`config.mk`:
```
export PLATFORM = sky130hd
export DESIGN_NAME = sha_batch_scheduler
export DESIGN_NICKNAME = d
export VERILOG_FILES = /design/src/rtl/sha_sched_pkg.sv /design/src/rtl/sha_batch_scheduler_launch_shifter.sv /design/src/rtl/sha_batch_scheduler.sv
export SDC_FILE = /design/constraint.sdc
export NUM_CORES = 1
export LEC_CHECK = 0
export CORE_MARGIN = 8
export CORE_UTILIZATION = 57
export DETAILED_ROUTE_END_ITERATION = 12
export DONT_BUFFER_PORTS = 1
export GPL_TIMING_DRIVEN = 0
export MAX_ROUTING_LAYER = met4
export PLACE_DENSITY = 0.72
export SYNTH_ARGS = -nofsm -noshare
export SYNTH_HDL_FRONTEND = slang
export SYNTH_SLANG_ARGS = --single-unit
```
`constraint.sdc`:
```
create_clock -name clk -period 2.2 [get_ports clk]
set_clock_uncertainty 0.15 [all_clocks]
set_input_delay 0.44 -clock clk [delete_from_list [all_inputs] [get_ports clk]]
set_output_delay 0.44 -clock clk [all_outputs]
set_load 0.01 [all_outputs]
```
`src/rtl/sha_sched_pkg.sv`:
```
// Shared types and default sizing for the SHA batch scheduler.
package sha_sched_pkg;

    localparam int DEF_NUM_CORES = 10;
    localparam int DEF_IDX_W     = 4;
    localparam int DEF_NONCE_W   = 32;

    typedef enum logic [2:0] {
        IDLE,
        LAUNCH,
        WAIT,
        SCAN,
        ADVANCE
    } sched_state_t;

endpackage

```
`src/rtl/sha_batch_scheduler_launch_shifter.sv`:
```
// One-hot launch strobe: load puts a 1 in bit 0, shift walks it up one bit per cycle.
module launch_shifter #(
    parameter int WIDTH = 10
) (
    input  logic             clk,
    input  logic             rst,
    input  logic             load,
    input  logic             shift,
    input  logic             clear,
    output logic [WIDTH-1:0] q
);

    always_ff @(posedge clk) begin
        if (rst || clear) begin
            q <= '0;
        end else if (load) begin
            q <= WIDTH'(1);
        end else if (shift) begin
            q <= {q[WIDTH-2:0], 1'b0};
        end
    end

endmodule

```
`src/rtl/sha_batch_scheduler.sv`:
```
// Batch sequencer for a bank of SHA cores: staggered launch, completion wait,
// serial target scan of the captured hashes, and advance to the next nonce batch.
module sha_batch_scheduler
    import sha_sched_pkg::*;
#(
    parameter int                 NUM_CORES   = DEF_NUM_CORES,
    parameter int                 IDX_W       = DEF_IDX_W,
    parameter int                 NONCE_W     = DEF_NONCE_W,
    parameter logic [NONCE_W-1:0] NONCE_START = '0
) (
    input  logic                 clk,
    input  logic                 rst,
    input  logic                 start,
    input  logic                 abort,
    output logic [NUM_CORES-1:0] core_begin,
    input  logic [NUM_CORES-1:0] core_done,
    output logic [NONCE_W-1:0]   nonce_base,
    output logic                 hash_capture,
    output logic [IDX_W-1:0]     cmp_sel,
    input  logic                 cmp_lt,
    output logic                 busy,
    output logic                 done,
    output logic                 found,
    output logic [NONCE_W-1:0]   found_nonce
);

    localparam logic [IDX_W-1:0] LAST_IDX = IDX_W'(NUM_CORES - 1);
    // Offset from the current base to the last nonce of the following batch.
    localparam logic [NONCE_W:0] NEXT_END_OFS = (NONCE_W + 1)'(2 * NUM_CORES - 1);

    sched_state_t         state, state_nx;
    logic [IDX_W-1:0]     idx_nx;
    logic [NUM_CORES-1:0] done_mask, mask_nx;
    logic [NONCE_W-1:0]   base_nx, fnonce_nx;
    logic                 done_nx, found_nx, cap_nx;
    logic                 sh_load, sh_shift, sh_clear;
    logic [NONCE_W:0]     next_end;

    assign next_end = {1'b0, nonce_base} + NEXT_END_OFS;

    launch_shifter #(.WIDTH(NUM_CORES)) u_launch (
        .clk   (clk),
        .rst   (rst),
        .load  (sh_load),
        .shift (sh_shift),
        .clear (sh_clear),
        .q     (core_begin)
    );

    always_comb begin
        state_nx  = state;
        idx_nx    = cmp_sel;
        mask_nx   = done_mask;
        base_nx   = nonce_base;
        done_nx   = done;
        found_nx  = found;
        fnonce_nx = found_nonce;
        cap_nx    = 1'b0;
        sh_load   = 1'b0;
        sh_shift  = 1'b0;
        sh_clear  = 1'b0;
        if (abort && state != IDLE) begin
            state_nx = IDLE;
            sh_clear = 1'b1;
            mask_nx  = '0;
        end else begin
            case (state)
                IDLE: begin
                    if (start && !abort) begin
                        state_nx  = LAUNCH;
                        sh_load   = 1'b1;
                        idx_nx    = '0;
                        mask_nx   = '0;
                        base_nx   = NONCE_START;
                        done_nx   = 1'b0;
                        found_nx  = 1'b0;
                        fnonce_nx = '0;
                    end
                end
                LAUNCH: begin
                    mask_nx = done_mask | core_done;
                    if (cmp_sel == LAST_IDX) begin
                        state_nx = WAIT;
                        sh_clear = 1'b1;
                    end else begin
                        sh_shift = 1'b1;
                        idx_nx   = cmp_sel + 1'b1;
                    end
                end
                WAIT: begin
                    mask_nx = done_mask | core_done;
                    if (&done_mask) begin
                        state_nx = SCAN;
                        cap_nx   = 1'b1;
                        idx_nx   = '0;
                    end
                end
                SCAN: begin
                    if (cmp_lt) begin
                        state_nx  = IDLE;
                        fnonce_nx = nonce_base + NONCE_W'(cmp_sel);
                        found_nx  = 1'b1;
                        done_nx   = 1'b1;
                    end else if (cmp_sel == LAST_IDX) begin
                        state_nx = ADVANCE;
                    end else begin
                        idx_nx = cmp_sel + 1'b1;
                    end
                end
                ADVANCE: begin
                    // Only full batches are dispatched; a batch that would cross the top of the nonce space ends the job.
                    if (next_end[NONCE_W]) begin
                        state_nx = IDLE;
                        done_nx  = 1'b1;
                        found_nx = 1'b0;
                    end else begin
                        state_nx = LAUNCH;
                        base_nx  = nonce_base + NONCE_W'(NUM_CORES);
                        sh_load  = 1'b1;
                        idx_nx   = '0;
                        mask_nx  = '0;
                    end
                end
                default: state_nx = IDLE;
            endcase
        end
    end

    always_ff @(posedge clk) begin
        if (rst) begin
            state        <= IDLE;
            cmp_sel      <= '0;
            done_mask    <= '0;
            nonce_base   <= NONCE_START;
            hash_capture <= 1'b0;
            busy         <= 1'b0;
            done         <= 1'b0;
            found        <= 1'b0;
            found_nonce  <= '0;
        end else begin
            state        <= state_nx;
            cmp_sel      <= idx_nx;
            done_mask    <= mask_nx;
            nonce_base   <= base_nx;
            hash_capture <= cap_nx;
            busy         <= (state_nx != IDLE);
            done         <= done_nx;
            found        <= found_nx;
            found_nonce  <= fnonce_nx;
        end
    end

endmodule

```
[Word-level counts from Yosys, hierarchy flattened]
Index checks and enable logic that the tools add are counted.
Operators by class
  $add $sub $neg: 4
  multiplexer cells: 41
  eq/ne operators: 11
  bitwise logic cells: 3
  reductions and logical operators: 23
Operator list (number)
  $pmux 32 s2: 2
  $mux 32: 3
  $add 32x5->33 const B: 1
  $add 32x4->32: 1
  $add 32x4->32 const B: 1
  $pmux 10 s3: 1
  $mux 10: 2
  $mux 4: 5
  $pmux 4 s5: 1
  $mux 3: 6
  $mux 1: 17
  $pmux 3 s5: 1
  $ne 2x2->1 const B: 6
  $reduce_bool 3->1: 4
  $or 10x10->10: 1
  $reduce_and 10->1: 1
  $reduce_and 4->1: 2
  $eq 3x2->1 const B: 2
  $pmux 1 s3: 2
  $reduce_and 6->1: 1
  $reduce_bool 2->1: 3
  $reduce_or 2->1: 3
  $reduce_and 5->1: 1
  $reduce_bool 5->1: 1
  12 further kinds: 14
Word-level totals
  flip-flop bits (word level): 95
  logic and storage cells: 93

[Logic depth before layout (Yosys ltp)]
Gate-level depths: netlist (run 1).
  depth after elaboration: 6
  depth in mapped cells: 9
  gate-level depth less buffers: 7

[Modules after synthesis]
A second synthesis (run 1) with hierarchy kept.
Second synthesis, totals
  cell total of the unflattened synthesis: 576
  area total of the unflattened synthesis: 4794.6 µm²
Modules (own cells, without submodules)
  sha_batch_scheduler: times used 1, area each 4430.5 µm², cells each 542
  launch_shifter: times used 1, area each 364.1 µm², cells each 34

[Worst setup path after synthesis (run 1)]
Ideal clock, no wire load.
  path type: flip-flop to flip-flop
  from: reg nonce_base[7]
  to: reg u_launch.q[0]
  period minus slack after synthesis: 2.202 ns
  arrival time: 1.933 ns
  path slack: -0.002 ns
  stages on the path, launching flop included: 9
  buffers on the path: 3
  required time: 1.931 ns
  cells stage by stage: dfxtp_1 buf_4 and3_1 buf_4 or3b_4 or4_1 clkbuf_2 a22oi_1 nor2b_1
On the way
  word-level cells in the longest chain between the ends: 5
Ends and longest elaborated chain
  start: declaration: RTL line sha_batch_scheduler.sv:17  | output logic [NONCE_W-1:0] nonce_base,
  start signal: assignment: RTL line sha_batch_scheduler.sv:144  | nonce_base <= base_nx;
  $add 32x5->33 *: RTL line sha_batch_scheduler.sv:39  | assign next_end = {1'b0, nonce_base} + NEXT_END_OFS;
  $mux 1 *: RTL line sha_batch_scheduler.sv:112  | if (next_end[NONCE_W]) begin
  $pmux 1 s2 *: RTL line sha_batch_scheduler.sv:67  | case (state)
  $mux 1 *: RTL line sha_batch_scheduler.sv:62  | if (abort && state != IDLE) begin
  $mux 1 or $reduce_bool 2->1 (tied branches)
  end signal: assignment: RTL line sha_batch_scheduler_launch_shifter.sv:19  | q <= {q[WIDTH-2:0], 1'b0};
  end: declaration: RTL line sha_batch_scheduler_launch_shifter.sv:10  | output logic [WIDTH-1:0] q
Every way passes the cells marked *; elsewhere a longest branch is shown, timed or not.
A chain may end at the register's enable or synchronous reset.

[Worst setup path after layout (run 1)]
  from: reg nonce_base[7]
  to: reg nonce_base[9]
On the way
  word-level cells in the longest chain between the ends: 3
Ends and longest elaborated chain (RTL line)
  $add 32x5->33 or $add 32x4->32 (tied branches): sha_batch_scheduler.sv:39, sha_batch_scheduler.sv:118
  $ne 2x2->1 (no line) or $mux 32 (tied branches)
  $reduce_and 4->1 (no line) or $pmux 32 s2 (tied branches)
Parallel ways exist; a longest one is shown, timed or not. The select of a mux whose other input is x is not followed.

==> results of run 1 <==
[report_power, final]
part	switching [mW]	internal (mW)
clock network	0.644	0.535
logic	0.129	0.0764
registers	0.0206	1.70
total	0.794	2.31
[Yosys cell counts, types with 3 or more instances]
master | count | area [µm²]
a21o_1 | 7 | 52.6
a21oi_1 | 30 | 150
a22o_1 | 10 | 87.6
a22oi_1 | 5 | 37.5
a31oi_1 | 4 | 25.0
and3_1 | 10 | 62.6
and4_1 | 5 | 43.8
buf_2 | 13 | 65.1
buf_4 | 5 | 37.5
clkbuf_1 | 16 | 60.1
dfxtp_1 | 94 | 1880
ha_1 | 6 | 75.1
inv_1 | 4 | 15.0
mux2i_1 | 18 | 180
nand2_1 | 62 | 233
nand2b_1 | 15 | 93.8
nand3_1 | 28 | 140
nand4_1 | 10 | 62.6
nor2_1 | 32 | 120
nor3_1 | 18 | 90.1
nor3b_1 | 3 | 22.5
nor4_1 | 17 | 106
o211ai_1 | 4 | 30.0
o21a_1 | 7 | 52.6
o21ai_0 | 38 | 190
o31a_1 | 3 | 26.3
o31ai_1 | 13 | 97.6
or2_2 | 3 | 18.8
or3_1 | 6 | 37.5
or4_1 | 20 | 150
xnor2_1 | 18 | 158
xor2_1 | 6 | 52.6
[timing repair]
| item | 4_1_cts | 5_1_grt |
|---|---|---|
| buffers inserted | 14 | 3 |
| cloned | 2 | 1 |
| pin swaps | 21 | 10 |
| gates resized for setup | 106 | 69 |
| setup endpoints to repair | 84 | 76 |
| hold endpoints to repair | 0 | 0 |
[area by class of cell]
cell class | count | area share, %
Buffer | 33 | 4.23
Tap cell | 105 | 2.28
Sequential cell | 94 | 33.8
Inverter | 4 | 0.261
Multi-Input combinational cell | 423 | 52.3
Clock inverter | 6 | 1.19
Timing Repair Buffer | 19 | 3.71
Clock buffer | 10 | 2.21
[state kept, by name, summed over array words and instances (netlist names)]
register and flops:
done_mask 10, state 3, busy 1, hash_capture 1, found_nonce 32, done 1
u_launch.q 10, found 1, cmp_sel 4, nonce_base 31
[logic make-up (layout without fill, tap and decap cells)]
kind of cell | count (synthesis) | in the layout
and+or+nand+nor | 245 | 245
AOI/OAI and AO/OA | 129 | 129
DFF | 94 | 94
buffers and inverters | 42 | 72
xor gates and xnor gates | 24 | 24
muxes | 18 | 18
adders and majority gates | 6 | 6
other | 1 | 1
[routing by layer]
layer / GRT usage, % / vias up
li1: - / 2104
met1: 27.4 / 2152
met2: 38.9 / 201
met3: 6.72 / 33
met4: 13.3 / 0
met5: - / -
[metrics by stage]
| stage | cell area, µm² | setup WS [ns] |
|---|---|---|
| floorplan | 4730 | 0.00760 |
| global placement | 4860 | -0.554 |
| detailed placement | 4860 | -0.546 |
| CTS | 5550 | -0.0857 |
| global route | 5760 | -0.0492 |
| finish | 5760 | 0.0283 |
[worst paths after layout]
path / from / end / slack [ns] / cells past startpoint
worst max-delay path: nonce_base[7] / nonce_base[9] / 0.03 / 9
worst min-delay path: core_done[0] / done_mask[0] / 0.05 / 1
worst max register to register: nonce_base[7] / nonce_base[9] / 0.03 / 9
worst min register to register: done_mask[0] / done_mask[0] / 0.33 / 1
==> metrics.md, run 1 <==
| Metric | Value |
|---|---|
| #FFs+latches synth | `94` |
| Hold Crit Class | `in -> reg` |
| Clock root cell | `clkbuf_8` |
| P_leak | `1.99 nW` |
| Most frequent cells in the layout | `dfxtp_1, nand2_1, o21ai_0` |
| Antenna diode count | `0` |
| DRC | `0` |
| Drt pass-1 iters | `5` |
| CP peak stage delay | `0.42 ns` |
| Fin crit share | `around 99%` |
| Clock Path Buffers | `2` |
| Post-synth ARST share | `0%` |
| # nets final | `605` |
| Die ar. | `~11000 µm²` |
| Slowest CP cell | `or3b_4` |
| Synth Cell Area | `4720 µm²` |
| Via density | `6.47` |
| DR top layer | `met4` |
| First-pass GRT wire length | `21900 µm` |
| Wire length per cell | `just over 20 µm` |
| CTS Sinks | `94` |
| Insertion delay to the later sink of the worst-skew pair | `0.37 ns` |
| Final Non-Filler Cells | `just under 700` |
| WL met1 | `5620 µm` |
| Final WL | `about 14000 µm` |
| Multiplexer share of the synthesized area | `3.82%` |
| Pwr Total | `3.11 mW` |
| Row count | `33` |
| Die width | `107 µm` |
| Worst path cell trace | `buf_6, and3_4, or3b_4, nor4_4, buf_12, buf_6, buf_16, o31ai_1, a21oi_2` |
| Placed Instances | `664` |
| Sequential Area | `around 1900 µm²` |
| Most used cell, CP | `buf_6` |
| H-tree Lvls | `3` |
| Max_slew headroom | `60.0%` |
| Critical path fanouts, max | `5` |
| Synth Area in Adders | `1.59%` |
| Initial Util | `slightly below 60%` |
| Setup violators final | `0` |
| Core Area | `8130 µm²` |
| Largest family of logic cells by synthesized area | `simple AND/OR/NAND/NOR gates` |
| Vias | `~4.5k` |
| Ys Warns | `0` |
| Worst-Margin Slew | `~0.6 ns` |
| Status | `finished, final reports clean` |
| DRC violation total after the first TritonRoute iteration | `328` |
| TNS Setup | `0 ns` |
| Core Util, Final | `70.9%` |
| P&R area growth vs syn | `22.0%` |
| Total I/O pin count | `between 90 and 100` |
| Clock transition at the registers of the reported paths | `0.10 ns` |
| Vias in the first global route | `~4.3k` |
| Power Density | `539 nW/µm²` |
| TritonCTS Buffers | `9` |
| Worst VDD drop | `330 µV` |
| Hold slack | `roughly 0.048 ns` |
| Critical Path Start Type | `flop` |
| Crit path DAT | `2.33 ns` |
| Congestion Overflow GR | `0` |
| Unrepaired setup endpoints after global routing | `true` |
| Commonest non-fill, non-tap cell in the layout | `dfxtp_1` |
| Final hold violations | `0` |
| Fillers | `~640` |
| Syn Nets | `580` |
| Crit path time final | `2.17 ns` |
| GPL Wtd Cong | `0.923` |
| Metal2 WL | `between 6000 and 7000 µm` |
| Yosys cell types | `54` |
| Complex-gate fraction of the synthesized area | `between 10% and 20%` |
| Met3 wire length | `1250 µm` |
| Multi-input logic area | `about 3000 µm²` |
| Initial antenna violation count | `0` |
| Sequential area share after synthesis | `39.9%` |
| Gr usage total | `24.5%` |
| HPWL after detailed placement | `9740 µm` |
| Hold-fix buffers, CTS | `0` |
| Post-synth EDFFs | `0` |
| Max-slew violation count | `0` |
| PortBufs | `0` |
| Syn Inst Count | `559` |
| Max Freq | `about 460 MHz` |
| Die Y | `about 110 µm` |
| ANT nets after route | `0` |
| CTS tree | `built` |
| Largest net degree at the start of global routing | `17` |
| Crit path buffers/inverters | `4` |
| Crit path kind | `reg -> reg` |
| Crit end category | `flop` |
| CP required | `2.36 ns` |
| Syn Area/Cell | `8.45 µm²` |
| Family with the most delay on the worst path | `simple AND/OR/NAND/NOR gates` |
| Post-Synth Simple-Gate Area | `between 20% and 30%` |
| Synth Flop Type | `dfxtp_1` |
| Xor and xnor area share after synthesis | `4.45%` |
| Share of layout cells above drive strength 1 | `28.4%` |
| Maxcap violations | `0` |
(Power assumes the default switching activity.)
==> inputs of run 2 (changes only) <==
- GPL_TIMING_DRIVEN: 0 -> 1
==> run 2 against run 1 <==
Against the previous run: final area fell by 2.4%; register-to-register slack improved by 0.06 ns; first-iteration DRC count is 35% lower; core utilization fell by 1.7 points; via count up 0.45%; combinational power shrank 6%; critical path depth is 3 lower; die area unchanged; critical endpoint is now found_nonce[31]; largest power group unchanged.
==> metrics.md, run 2 (synthesized netlist as in run 1, its figures left out) <==
| Metric | Value |
|---|---|
| Vias in the first global route | `4350 (was 4270)` |
| Most used cell, CP | `nand3_1 (was buf_6)` |
| HPWL after detailed placement | `10100 µm (was 9740 µm)` |
| P&R area growth vs syn | `19.1% (was 22.0%)` |
| Clock root cell | `clkbuf_8 (unchanged)` |
| TNS Setup | `0 ns (unchanged)` |
| Initial Util | `58.1% (unchanged)` |
| Largest net degree at the start of global routing | `27 (was 17)` |
| Core Area | `8130 µm² (unchanged)` |
| Fillers | `675 (was 644)` |
| Hold slack | `0.0501 ns (was 0.0477 ns)` |
| Antenna diode count | `0 (unchanged)` |
| Crit path DAT | `2.27 ns (was 2.33 ns)` |
| Die ar. | `11500 µm² (unchanged)` |
| Row count | `33 (unchanged)` |
| Crit path time final | `2.12 ns (was 2.17 ns)` |
| Die Y | `107 µm (unchanged)` |
| Commonest non-fill, non-tap cell in the layout | `dfxtp_1 (unchanged)` |
| Wire length per cell | `18.5 µm (was 20.3 µm)` |
| Max reg flops | `32 (unchanged)` |
| Gr usage total | `24.1% (was 24.5%)` |
| Clock transition at the registers of the reported paths | `0.10 ns (about the same)` |
| Power Density | `574 nW/µm² (was 539 nW/µm²)` |
| Crit path kind | `reg -> reg (unchanged)` |
| Worst VDD drop | `331 µV (was 330 µV)` |
| Crit end category | `flop (unchanged)` |
| # nets final | `643 (was 605)` |
| Crit path buffers/inverters | `1 (was 4)` |
| GPL Wtd Cong | `0.928 (was 0.923)` |
| Maxcap violations | `0 (unchanged)` |
| Via density | `6.16 (was 6.47)` |
| Fin crit share | `96.2% (was 98.7%)` |
| DRC violation total after the first TritonRoute iteration | `213 (was 328)` |
| Final WL | `13600 µm (was 14100 µm)` |
| Critical Path Start Type | `flop (unchanged)` |
| ANT nets after route | `0 (unchanged)` |
| CTS Sinks | `94 (unchanged)` |
| Drt pass-1 iters | `5 (unchanged)` |
| P_leak | `2.15 nW (was 1.99 nW)` |
| Hold Startpoint | `rst (was core_done[0])` |
| PortBufs | `0 (unchanged)` |
| Worst path cell trace | `buf_4, and4_2, nand3_1, or3_1, or4_1, nand3_1 (was buf_6, and3_4, or3b_4, nor4_4, buf_12, buf_6, buf_16, o31ai_1, a21oi_2)` |
| Top reg by flops | `found_nonce (unchanged)` |
| Max-slew violation count | `0 (unchanged)` |
| Pwr Total | `3.23 mW (was 3.11 mW)` |
| Family with the most delay on the worst path | `simple AND/OR/NAND/NOR gates (unchanged)` |
| Total I/O pin count | `97 (unchanged)` |
| CP peak stage delay | `0.46 ns (was 0.42 ns)` |
| RR Startpoint | `nonce_base[8] (was nonce_base[7])` |
| Unrepaired setup endpoints after global routing | `false (was true)` |
| Congestion Overflow GR | `0 (unchanged)` |
| Die width | `107 µm (unchanged)` |
| Crit. Startpoint | `nonce_base[8] (was nonce_base[7])` |
| Setup violators final | `0 (unchanged)` |
| Initial antenna violation count | `0 (unchanged)` |
| Final hold violations | `0 (unchanged)` |
| Biggest regs | `found_nonce: 32 flops, nonce_base: 31 flops (unchanged)` |
| First-pass GRT wire length | `21600 µm (was 21900 µm)` |
| CP required | `2.36 ns (about the same)` |
| Max Freq | `473 MHz (was 460 MHz)` |
| Insertion delay to the later sink of the worst-skew pair | `0.36 ns (was 0.37 ns)` |
| Share of layout cells above drive strength 1 | `20.7% (was 28.4%)` |
| Clock Path Buffers | `2 (unchanged)` |
| Status | `finished, final reports clean (unchanged)` |
| DRC | `0 (unchanged)` |
| CTS tree | `built (unchanged)` |
| Hold Crit Class | `in -> reg (unchanged)` |
| Critical path fanouts, max | `6 (was 5)` |
| TritonCTS Buffers | `9 (unchanged)` |
| Vias | `4510 (was 4490)` |
| Slowest CP cell | `or3_1 (was or3b_4)` |
| H-tree Lvls | `3 (unchanged)` |
| Most frequent cells in the layout | `dfxtp_1, buf_4, nand2_1 (was dfxtp_1, nand2_1, o21ai_0)` |
[run 2: worst paths after layout]
path | end | slack, ns | cells after the start
setup / recovery | found_nonce[31] | 0.08 | 6
hold / removal | cmp_sel[3] | 0.05 | 1
setup reg to reg | found_nonce[31] | 0.08 | 6
hold reg to reg | done_mask[3] | 0.33 | 1
[run 2: stage by stage]
stage	area [µm²]	instances	utilization, %	worst slack [ns]
2_1_floorplan	4730	559	-	0.00760
5_1_grt	5620	732	69.1	0.000338
3_5_place_dp	5330	714	65.5	0.0256
6_report	5620	732	69.1	0.0844
3_3_place_gp	5330	714	65.5	0.0753
4_1_cts	5570	731	68.5	0.0372
[run 2: layout make-up]
class | instances | area, µm² | area share, %
multi-input combinational | 423 | 2680 | 47.6
sequential | 94 | 1890 | 33.5
timing repair buffer | 90 | 686 | 12.2
clock buffer | 10 | 138 | 2.45
tap | 105 | 131 | 2.34
clock inverter | 6 | 91.3 | 1.62
inverter | 4 | 15.0 | 0.267
[run 2: routing by layer]
| layer | GRT usage, % | routed length (µm) |
|---|---|---|
| met1 | 27.2 | 5540 |
| met2 | 39.2 | 6610 |
| met3 | 6.60 | 1080 |
| met4 | 10.5 | 325 |
| met5 | - | 0 |
[run 2: what timing repair did]
item	CTS	global route
setup buffers	0	1
endpoints found under the hold margin	9	0
hold buffers	1	0
gates resized for setup	1	15
setup endpoints to repair	7	40
pin swaps	0	1
[run 2: where the power goes]
part	internal, mW	switching [mW]
Clock	0.680	0.625
Sequential	1.72	0.0156
Combinational	0.0776	0.116
[run 2: worst register-to-register path, stage by stage (launching register included)]
cell and delay [ns]:
dfxtp_1 0.34, buf_4 0.16, and4_2 0.26, nand3_1 0.18
or3_1 0.46, or4_1 0.42, nand3_1 0.09
==> inputs of run 3 (changes only) <==
- SETUP_SLACK_MARGIN: not set -> 0.02
- SLEW_MARGIN: not set -> 20
==> run 3 against run 2 <==
Against the previous run: clock power is 5% lower; sequential power hardly changed; via count hardly changed; critical path depth is 1 lower; maximum frequency is 1.1% higher; final area is 0.16% higher.
==> metrics.md, run 3 (synthesized netlist as in run 1, its figures left out) <==
| Metric | Value |
|---|---|
| Status | `finished, final reports clean (unchanged)` |
| Most frequent cells in the layout | `dfxtp_1, buf_4, nand2_1 (unchanged)` |
| P&R area growth vs syn | `19.3% (was 19.1%)` |
| Initial Util | `58.1% (unchanged)` |
| Critical path fanouts, max | `5 (was 6)` |
| Vias in the first global route | `4355 (was 4350)` |
| CTS Sinks | `94 (unchanged)` |
| Clock root cell | `clkbuf_8 (unchanged)` |
| Crit path kind | `reg -> reg (unchanged)` |
| Worst VDD drop | `524 µV (was 331 µV)` |
| Clock transition at the registers of the reported paths | `0.10 ns (about the same)` |
| First-pass GRT wire length | `21700 µm (was 21600 µm)` |
| ANT nets after route | `0 (unchanged)` |
| Via density | `6.16 (about the same)` |
| H-tree Lvls | `3 (unchanged)` |
| Die ar. | `11500 µm² (unchanged)` |
| HPWL after detailed placement | `10200 µm (was 10100 µm)` |
| CP required | `2.34 ns (was 2.36 ns)` |
| Row count | `33 (unchanged)` |
| Vias | `4506 (was 4510)` |
| Drt pass-1 iters | `5 (unchanged)` |
| Die Y | `107 µm (unchanged)` |
| Antenna diode count | `0 (unchanged)` |
| Final WL | `13500 µm (was 13600 µm)` |
| Max_slew headroom | `49.2%` |
| Max Freq | `478 MHz (was 473 MHz)` |
| Largest net degree at the start of global routing | `27 (unchanged)` |
| Total I/O pin count | `97 (unchanged)` |
| GPL Wtd Cong | `0.909 (was 0.928)` |
| Fin crit share | `95.1% (was 96.2%)` |
| Die width | `107 µm (unchanged)` |
| DRC violation total after the first TritonRoute iteration | `188 (was 213)` |
| Gr usage total | `24.0% (was 24.1%)` |
| Unrepaired setup endpoints after global routing | `false (unchanged)` |
| Insertion delay to the later sink of the worst-skew pair | `0.36 ns (about the same)` |
| P_leak | `2.15 nW (about the same)` |
| PortBufs | `0 (unchanged)` |
| TritonCTS Buffers | `9 (unchanged)` |
| Crit path time final | `2.09 ns (was 2.12 ns)` |
| Max-slew violation count | `0 (unchanged)` |
| Final hold violations | `0 (unchanged)` |
| DRC | `0 (unchanged)` |
| Hold slack | `0.0247 ns (was 0.0501 ns)` |
| Commonest non-fill, non-tap cell in the layout | `dfxtp_1 (unchanged)` |
| # nets final | `642 (was 643)` |
| Crit path DAT | `2.24 ns (was 2.27 ns)` |
| Core Area | `8130 µm² (unchanged)` |
| Initial antenna violation count | `0 (unchanged)` |
| Max reg flops | `32 (unchanged)` |
| Clock Path Buffers | `2 (unchanged)` |
| Pwr Total | `3.15 mW (was 3.23 mW)` |
| CTS tree | `built (unchanged)` |
| Maxcap violations | `0 (unchanged)` |
| Congestion Overflow GR | `0 (unchanged)` |
| Power Density | `560 nW/µm² (was 574 nW/µm²)` |
| Wire length per cell | `18.4 µm (was 18.5 µm)` |
| Crit end category | `flop (unchanged)` |
| Hold Crit Class | `in -> reg (unchanged)` |
| Setup violators final | `0 (unchanged)` |
| Share of layout cells above drive strength 1 | `20.8% (was 20.7%)` |
| Critical Path Start Type | `flop (unchanged)` |
| Biggest regs | `found_nonce: 32 flops, nonce_base: 31 flops (unchanged)` |
| Top reg by flops | `found_nonce (unchanged)` |
| Worst-Margin Slew | `0.762 ns` |
==> run 3: changes by cell type in the layout (fill, tap and decap cells not counted), sizes merged <==
cell and delta:
clkinvlp +1, clkbuf -1, inv +1, bufinv -1
buf -1
==> run 3: path summary, 6_finish.rpt <==
check	startpoint	to	slack, ns	cells past startpoint
min	rst	found_nonce[6]	0.02	1
max	nonce_base[12]	nonce_base[27]	0.11	5
min reg2reg	done_mask[4]	done_mask[4]	0.34	1
max reg2reg	nonce_base[12]	nonce_base[27]	0.11	5
==> run 3: repair_timing <==
action | in CTS | in global routing
pin swaps | 0 | 1
buffers inserted | 0 | 0
setup endpoints to repair | 10 | 43
resized for setup | 1 | 13
hold endpoints to repair | 8 | 0
hold buffers | 1 | 0
==> run 3: power by group <==
part | internal [mW] | switching, mW | total [mW]
logic | 0.0759 | 0.113 | 0.189
clock network | 0.553 | 0.678 | 1.23
registers | 1.72 | 0.0152 | 1.73
total | 2.35 | 0.806 | 3.15
==> run 3: layout make-up <==
class / instances / area [µm²]
Clock inverter: 7 / 91.3
Fill cell: 665 / 2500
Clock buffer: 9 / 124
Sequential cell: 94 / 1880
Multi-Input combinational cell: 423 / 2690
Timing Repair Buffer: 89 / 696
Inverter: 4 / 15.0
Tap cell: 105 / 131
==> run 3: routing by layer <==
layer	part of all wire, %	routed length (µm)	vias up	global-route usage [%]
li1	-	-	2182	-
met1	40	5440	2119	26.2
met2	49	6650	173	40.4
met3	7.5	1020	32	5.70
met4	2.8	372	0	11.2
met5	0	0	-	-
==> run 3: stage by stage <==
stage	worst slack (ns)	setup TNS, ns	cell area, µm²	instances	utilization (%)
floorplan	0.0393	0	4730	559	-
global placement	0.0687	0	5350	714	65.8
detailed placement	-0.00843	-0.0136	5350	714	65.8
CTS	0.0604	0	5580	731	68.6
global route	0.0206	0	5630	731	69.3
finish	0.107	0	5630	731	69.3
==> run 3: worst max-delay path: stages (launching register included) <==
cell and delay (ns):
dfxtp_1 0.41, and4_1 0.33, nand3_1 0.16, or3_1 0.40
or4_1 0.41, a21oi_1 0.17
